$ cat config.mk
export PLATFORM = sky130hd
export DESIGN_NAME = ps2_host_tx
export DESIGN_NICKNAME = d
export VERILOG_FILES = /design/src/rtl/ps2_host_tx.sv
export SDC_FILE = /design/constraint.sdc
export NUM_CORES = 1
export LEC_CHECK = 0
export BUFFER_PORTS_ARGS = -buffer_cell sky130_fd_sc_hd__buf_2
export CORE_AREA = 5 5 71 73
export CTS_BUF_LIST = sky130_fd_sc_hd__clkbuf_2 sky130_fd_sc_hd__clkbuf_4 sky130_fd_sc_hd__clkbuf_8
export DETAILED_ROUTE_END_ITERATION = 10
export DIE_AREA = 0 0 76 78
export HOLD_SLACK_MARGIN = 0.06
export PLACE_DENSITY_LB_ADDON = 0.25
export SYNTH_ARGS = -nofsm -noshare
export SYNTH_HDL_FRONTEND = slang
export SYNTH_SLANG_ARGS = --single-unit
$ cat constraint.sdc
create_clock -name clock -period 1.7 [get_ports clock]
set_input_delay 0 -clock clock [delete_from_list [all_inputs] [get_ports clock]]
set_output_delay 0 -clock clock [all_outputs]
set_load 0.02 [all_outputs]
$ cat src/rtl/ps2_host_tx.sv
// rtl/ps2_host_tx.sv - PS/2 host-to-device command transmitter
// Inhibit, request-to-send, device-clocked shift-out, ACK check and done/error reporting.
module ps2_host_tx #(
    parameter int INHIBIT_CYCLES = 6000,
    parameter int START_TIMEOUT  = 750000,
    parameter int BIT_TIMEOUT    = 10000
) (
    input  logic       clock,
    input  logic       reset,
    input  logic       ps2_clk_in,
    input  logic       ps2_dat_in,
    output logic       ps2_clk_oe,
    output logic       ps2_dat_oe,
    input  logic [7:0] tx_data,
    input  logic       tx_start,
    output logic       tx_busy,
    output logic       tx_done,
    output logic       tx_error
);

    localparam int MAX_A = (INHIBIT_CYCLES > START_TIMEOUT) ? INHIBIT_CYCLES : START_TIMEOUT;
    localparam int MAX_P = (MAX_A > BIT_TIMEOUT) ? MAX_A : BIT_TIMEOUT;
    localparam int CNT_W = $clog2(MAX_P + 1);

    localparam logic [CNT_W-1:0] INH_LAST   = CNT_W'(INHIBIT_CYCLES - 1);
    localparam logic [CNT_W-1:0] START_LAST = CNT_W'(START_TIMEOUT - 1);
    localparam logic [CNT_W-1:0] BIT_LAST   = CNT_W'(BIT_TIMEOUT - 1);

    typedef enum logic [2:0] {
        S_IDLE,
        S_INHIBIT,
        S_REQ,
        S_SHIFT,
        S_ACK,
        S_WAIT_IDLE,
        S_DONE,
        S_ERROR
    } state_t;

    state_t           state, state_n;
    logic [CNT_W-1:0] cnt, cnt_n;
    logic [3:0]       bit_idx, bit_idx_n;
    logic             dat_low, dat_low_n;
    logic [7:0]       data_q;
    logic             parity_q;
    logic             load;

    logic clk_meta, clk_sync, clk_prev;
    logic dat_meta, dat_sync;
    logic fall;

    assign fall = clk_prev & ~clk_sync;

    always_ff @(posedge clock) begin
        if (reset) begin
            state    <= S_IDLE;
            cnt      <= '0;
            bit_idx  <= '0;
            dat_low  <= 1'b0;
            data_q   <= '0;
            parity_q <= 1'b0;
            clk_meta <= 1'b1;
            clk_sync <= 1'b1;
            clk_prev <= 1'b1;
            dat_meta <= 1'b1;
            dat_sync <= 1'b1;
        end else begin
            state    <= state_n;
            cnt      <= cnt_n;
            bit_idx  <= bit_idx_n;
            dat_low  <= dat_low_n;
            clk_meta <= ps2_clk_in;
            clk_sync <= clk_meta;
            clk_prev <= clk_sync;
            dat_meta <= ps2_dat_in;
            dat_sync <= dat_meta;
            if (load) begin
                data_q   <= tx_data;
                parity_q <= ~^tx_data;
            end
        end
    end

    always_comb begin
        state_n   = state;
        cnt_n     = cnt + CNT_W'(1);
        bit_idx_n = bit_idx;
        dat_low_n = dat_low;
        load      = 1'b0;
        case (state)
            S_IDLE, S_DONE, S_ERROR: begin
                state_n = S_IDLE;
                cnt_n   = '0;
                if (tx_start) begin
                    state_n = S_INHIBIT;
                    load    = 1'b1;
                end
            end
            S_INHIBIT: begin
                if (cnt == INH_LAST) state_n = S_REQ;
            end
            S_REQ: begin
                if (fall) begin
                    dat_low_n = ~data_q[0];
                    bit_idx_n = 4'd1;
                    state_n   = S_SHIFT;
                end else if (cnt == START_LAST) begin
                    state_n = S_ERROR;
                end
            end
            S_SHIFT: begin
                if (fall) begin
                    cnt_n     = '0;
                    bit_idx_n = bit_idx + 4'd1;
                    if (bit_idx <= 4'd7) begin
                        dat_low_n = ~data_q[bit_idx[2:0]];
                    end else if (bit_idx == 4'd8) begin
                        dat_low_n = ~parity_q;
                    end else begin
                        // stop bit: release data and wait for the device ACK
                        dat_low_n = 1'b0;
                        state_n   = S_ACK;
                    end
                end else if (cnt == BIT_LAST) begin
                    state_n = S_ERROR;
                end
            end
            S_ACK: begin
                if (fall) begin
                    state_n = dat_sync ? S_ERROR : S_WAIT_IDLE;
                end else if (cnt == BIT_LAST) begin
                    state_n = S_ERROR;
                end
            end
            S_WAIT_IDLE: begin
                if (clk_sync && dat_sync) begin
                    state_n = S_DONE;
                end else if (fall) begin
                    cnt_n = '0;
                end else if (cnt == BIT_LAST) begin
                    state_n = S_ERROR;
                end
            end
            default: state_n = S_IDLE;
        endcase
        if (state_n != state) cnt_n = '0;
    end

    always_comb begin
        ps2_clk_oe = (state == S_INHIBIT);
        ps2_dat_oe = ((state == S_INHIBIT) && (cnt == INH_LAST)) ||
                     (state == S_REQ) ||
                     ((state == S_SHIFT) && dat_low);
        tx_busy    = !((state == S_IDLE) || (state == S_DONE) || (state == S_ERROR));
        tx_done    = (state == S_DONE);
        tx_error   = (state == S_ERROR);
    end

endmodule

==> key figures <==
Yosys
  – Synth top area cells: dfxtp_1 36%, nor3_2 6.4%, xnor2_1 6.0%
  – YS warnings: 0
  – Sequential area share after synthesis: 35.7%
  – Flops & latches, synth: 42
  – Syn Area/Cell: 9.19 um2
  – Post-synth ARST share: 0%
  – Synth top area share: 35.7%
  – Main synth FF type: dfxtp_1
  – Number of flops mapped to enable cells by yosys: 0
  – Gate Count Post-Synth: 256
  – Largest area contributor in the netlist: dfxtp_1
  – Netlist cell types: 54
  – Synth Net Count: 272
  – Post-synthesis instance area: 2350 um2

Global route
  – First-pass GRT wire length: 10900 um
  – Largest net degree at the start of global routing: 23
  – Total GRT Usage: 22.5%
  – Vias in the first global route: 2346
  – Initial antenna violation count: 0
  – Grt total ovfl: 0

Worst setup path
  – Critical path launch point type: flop
  – R2R depth: 8
  – Critical path capture point type: flop
  – Setup CP Type: flop to flop
  – Reg2Reg Setup Slack: -0.30 ns
  – Worst endpoint required time: 1.89 ns
  – Worst Path Arrival: 2.19 ns
  – Crit-path max FO: 7

Placement
  – Placed inst area: 2940 um2
  – Routability cong.: 0.834
  – DP HPWL: 4280 um
  – Dpl cells: 374
  – Port Buf Inserts: 17

STA
  – Final hold slack: 0.140 ns
  – Peak Freq: 0.500 GHz
  – Slew at the pin closest to its max-slew limit: 0.372 ns
  – Max-slew headroom: 75.0%
  – Max-slew violations: 0
  – Period utilization: 118%
  – Endpoints failing setup: 22
  – Clock skew: 0.00689 ns
  – Final Worst Setup Slack: -0.299 ns
  – Min Tclk post-route: 2.00 ns
  – Final hold vios: 0
  – Setup repair after global routing missed its margin: yes

Final layout
  – Most common cell after layout, fill and taps aside: buf_4
  – Area growth syn-to-layout: 42.9%
  – Nets@finish: 362
  – Antenna Cells: 0
  – Layout cell share with drive strength beyond 1: 42.9%
  – Final non-filler cell area: 3360 um2
  – Layout Cells excl Fill: 399
  – Fill cells: 268
  – Register Area: 852 um2
  – Most frequent cells in the layout: 63 x buf_4, 33 x dfxtp_1, 32 x nor2_1
  – Multi-input gate area in the final layout: 1580 um2

Detailed routing
  – Via Count: 2279
  – Routed vias/inst: 5.71
  – Final ANT Viol Nets: 0
  – DR pass1 iterations: 4
  – Final wirelength: 6610 um
  – Post-route DRC: 0
  – Routed WL per cell: 16.6 um
  – DRT iter0 DRCs: 140

Power and ir drop
  – Pwr/cell area: 762 nW/um2
  – Tot Pwr: 2.56 mW
  – VDD IR-drop max: 0.711 mV
  – Static leakage: 1.33 nW

Die
  – Die ar.: 5930 um2
  – Core Footprint: 4290 um2
  – Die height: 78 um
  – Top-level I/O count: 18
  – Site row count: 24
  – Die width: 76 um
  – Initial cell density of the core: 54.8%

Clocking
  – Max H-tree Level: 2
  – CTS tree: built
  – Total CTS buffers: 5
  – Worst-path clk slew: 0.08 ns
  – Root Driver: clkbuf_8
  – CTS Sinks: 42
  – Clock buffer depth: 2
  – Clock latency on the worst-skew pair: 0.30 ns

Flow run
  – Max-cap viol count: 0

Outcome
  – Status: complete, but fails checks
  – Failing checks: setup timing

Worst hold path
  – WHS Path Cells: 3
  – HP Class: input port to flop
[per-layer routing]
layer / track usage (%) / up-vias / wire length, um
met5: 0 / - / 0
met4: 9.25 / 0 / 115
met3: 4.17 / 11 / 283
met2: 41.2 / 56 / 3520
met1: 25.4 / 1106 / 2700
li1: - / 1106 / -
[power breakdown]
| group | total, mW | leakage (nW) | internal [mW] | switching (mW) |
|---|---|---|---|---|
| Clock | 0.787 | 0.0579 | 0.433 | 0.354 |
| Sequential | 1.06 | 0.346 | 1.02 | 0.0346 |
| Combinational | 0.717 | 0.927 | 0.368 | 0.349 |
| Total | 2.56 | 1.33 | 1.82 | 0.738 |
[path summary, 6_finish.rpt]
| kind | from | endpoint |
|---|---|---|
| worst min-delay path | reset | bit_idx[1]$_SDFFE_PP0P_ |
| worst max register to register | cnt[4]$_SDFF_PP0_ | cnt[12]$_SDFF_PP0_ |
| worst max-delay path | cnt[4]$_SDFF_PP0_ | cnt[12]$_SDFF_PP0_ |
| worst min register to register | dat_meta$_SDFF_PP1_ | dat_sync$_SDFF_PP1_ |
[cell families after synthesis]
kind of cell | after synthesis | share of synthesized area (%)
compound gates | 31 | 10.4
xor+xnor | 25 | 9.31
fa+ha+maj | 3 | 1.60
buf+inv | 17 | 3.46
flops | 42 | 35.7
mux | 11 | 5.74
simple gates | 127 | 33.7
[Yosys cell counts (5+ instances only)]
master,number
o21ai_0,5
xor2_1,9
inv_1,5
or4_1,7
a21oi_1,5
dfxtp_1,42
nand2_1,13
xnor2_1,16
buf_2,5
nor2_1,32
nand3_1,13
mux2i_1,9
nor3_2,15
or2_2,5
nor3_1,6
and3_1,5
[per-stage QoR]
stage / TNS [ns] / utilization [%] / worst slack, ns
after floorplan: -1.40 / - / -0.0873
after detailed placement: -5.60 / 68.4 / -0.298
final: -5.65 / 78.3 / -0.299
after CTS: -4.38 / 77.4 / -0.231
after global routing: -7.48 / 78.3 / -0.387
after global placement: -4.33 / 68.4 / -0.232
[cell type report]
class	instances	share of cell area (%)
flip-flops and latches	42	25.4
clock inverters	3	1.19
well taps	52	1.94
multi-input cells	197	46.9
repair buffers	94	21.9
inverters	6	0.670
clock buffers	5	2.05
[state kept, by name (all words and copies together), names as in the netlist]
| name | count |
|---|---|
| cnt | 20 |
| bit_idx | 4 |
| clk_meta | 1 |
| parity_q | 1 |
| dat_sync | 1 |
| dat_meta | 1 |
| data_q | 8 |
| state | 3 |
| clk_prev | 1 |
| dat_low | 1 |
| clk_sync | 1 |
[critical path, stage by stage (launching register included)]
cell and delay [ns]:
dfxtp_2 0.35, nor4b_4 0.31, nand4b_1 0.26, nor3_2 0.37
nor3_4 0.09, o32ai_4 0.15, buf_4 0.19, buf_16 0.13
nor3_2 0.04
[repair_timing]
action                                  in CTS  in global routing
hold buffers                                10                  0
pin swaps                                   16                  1
buffers inserted                             6                  0
cloned                                       1                  0
endpoints found under the setup margin      22                 22
gates resized for setup                     24                  5
endpoints found under the hold margin       10                  0
(Power assumes the default switching activity.)
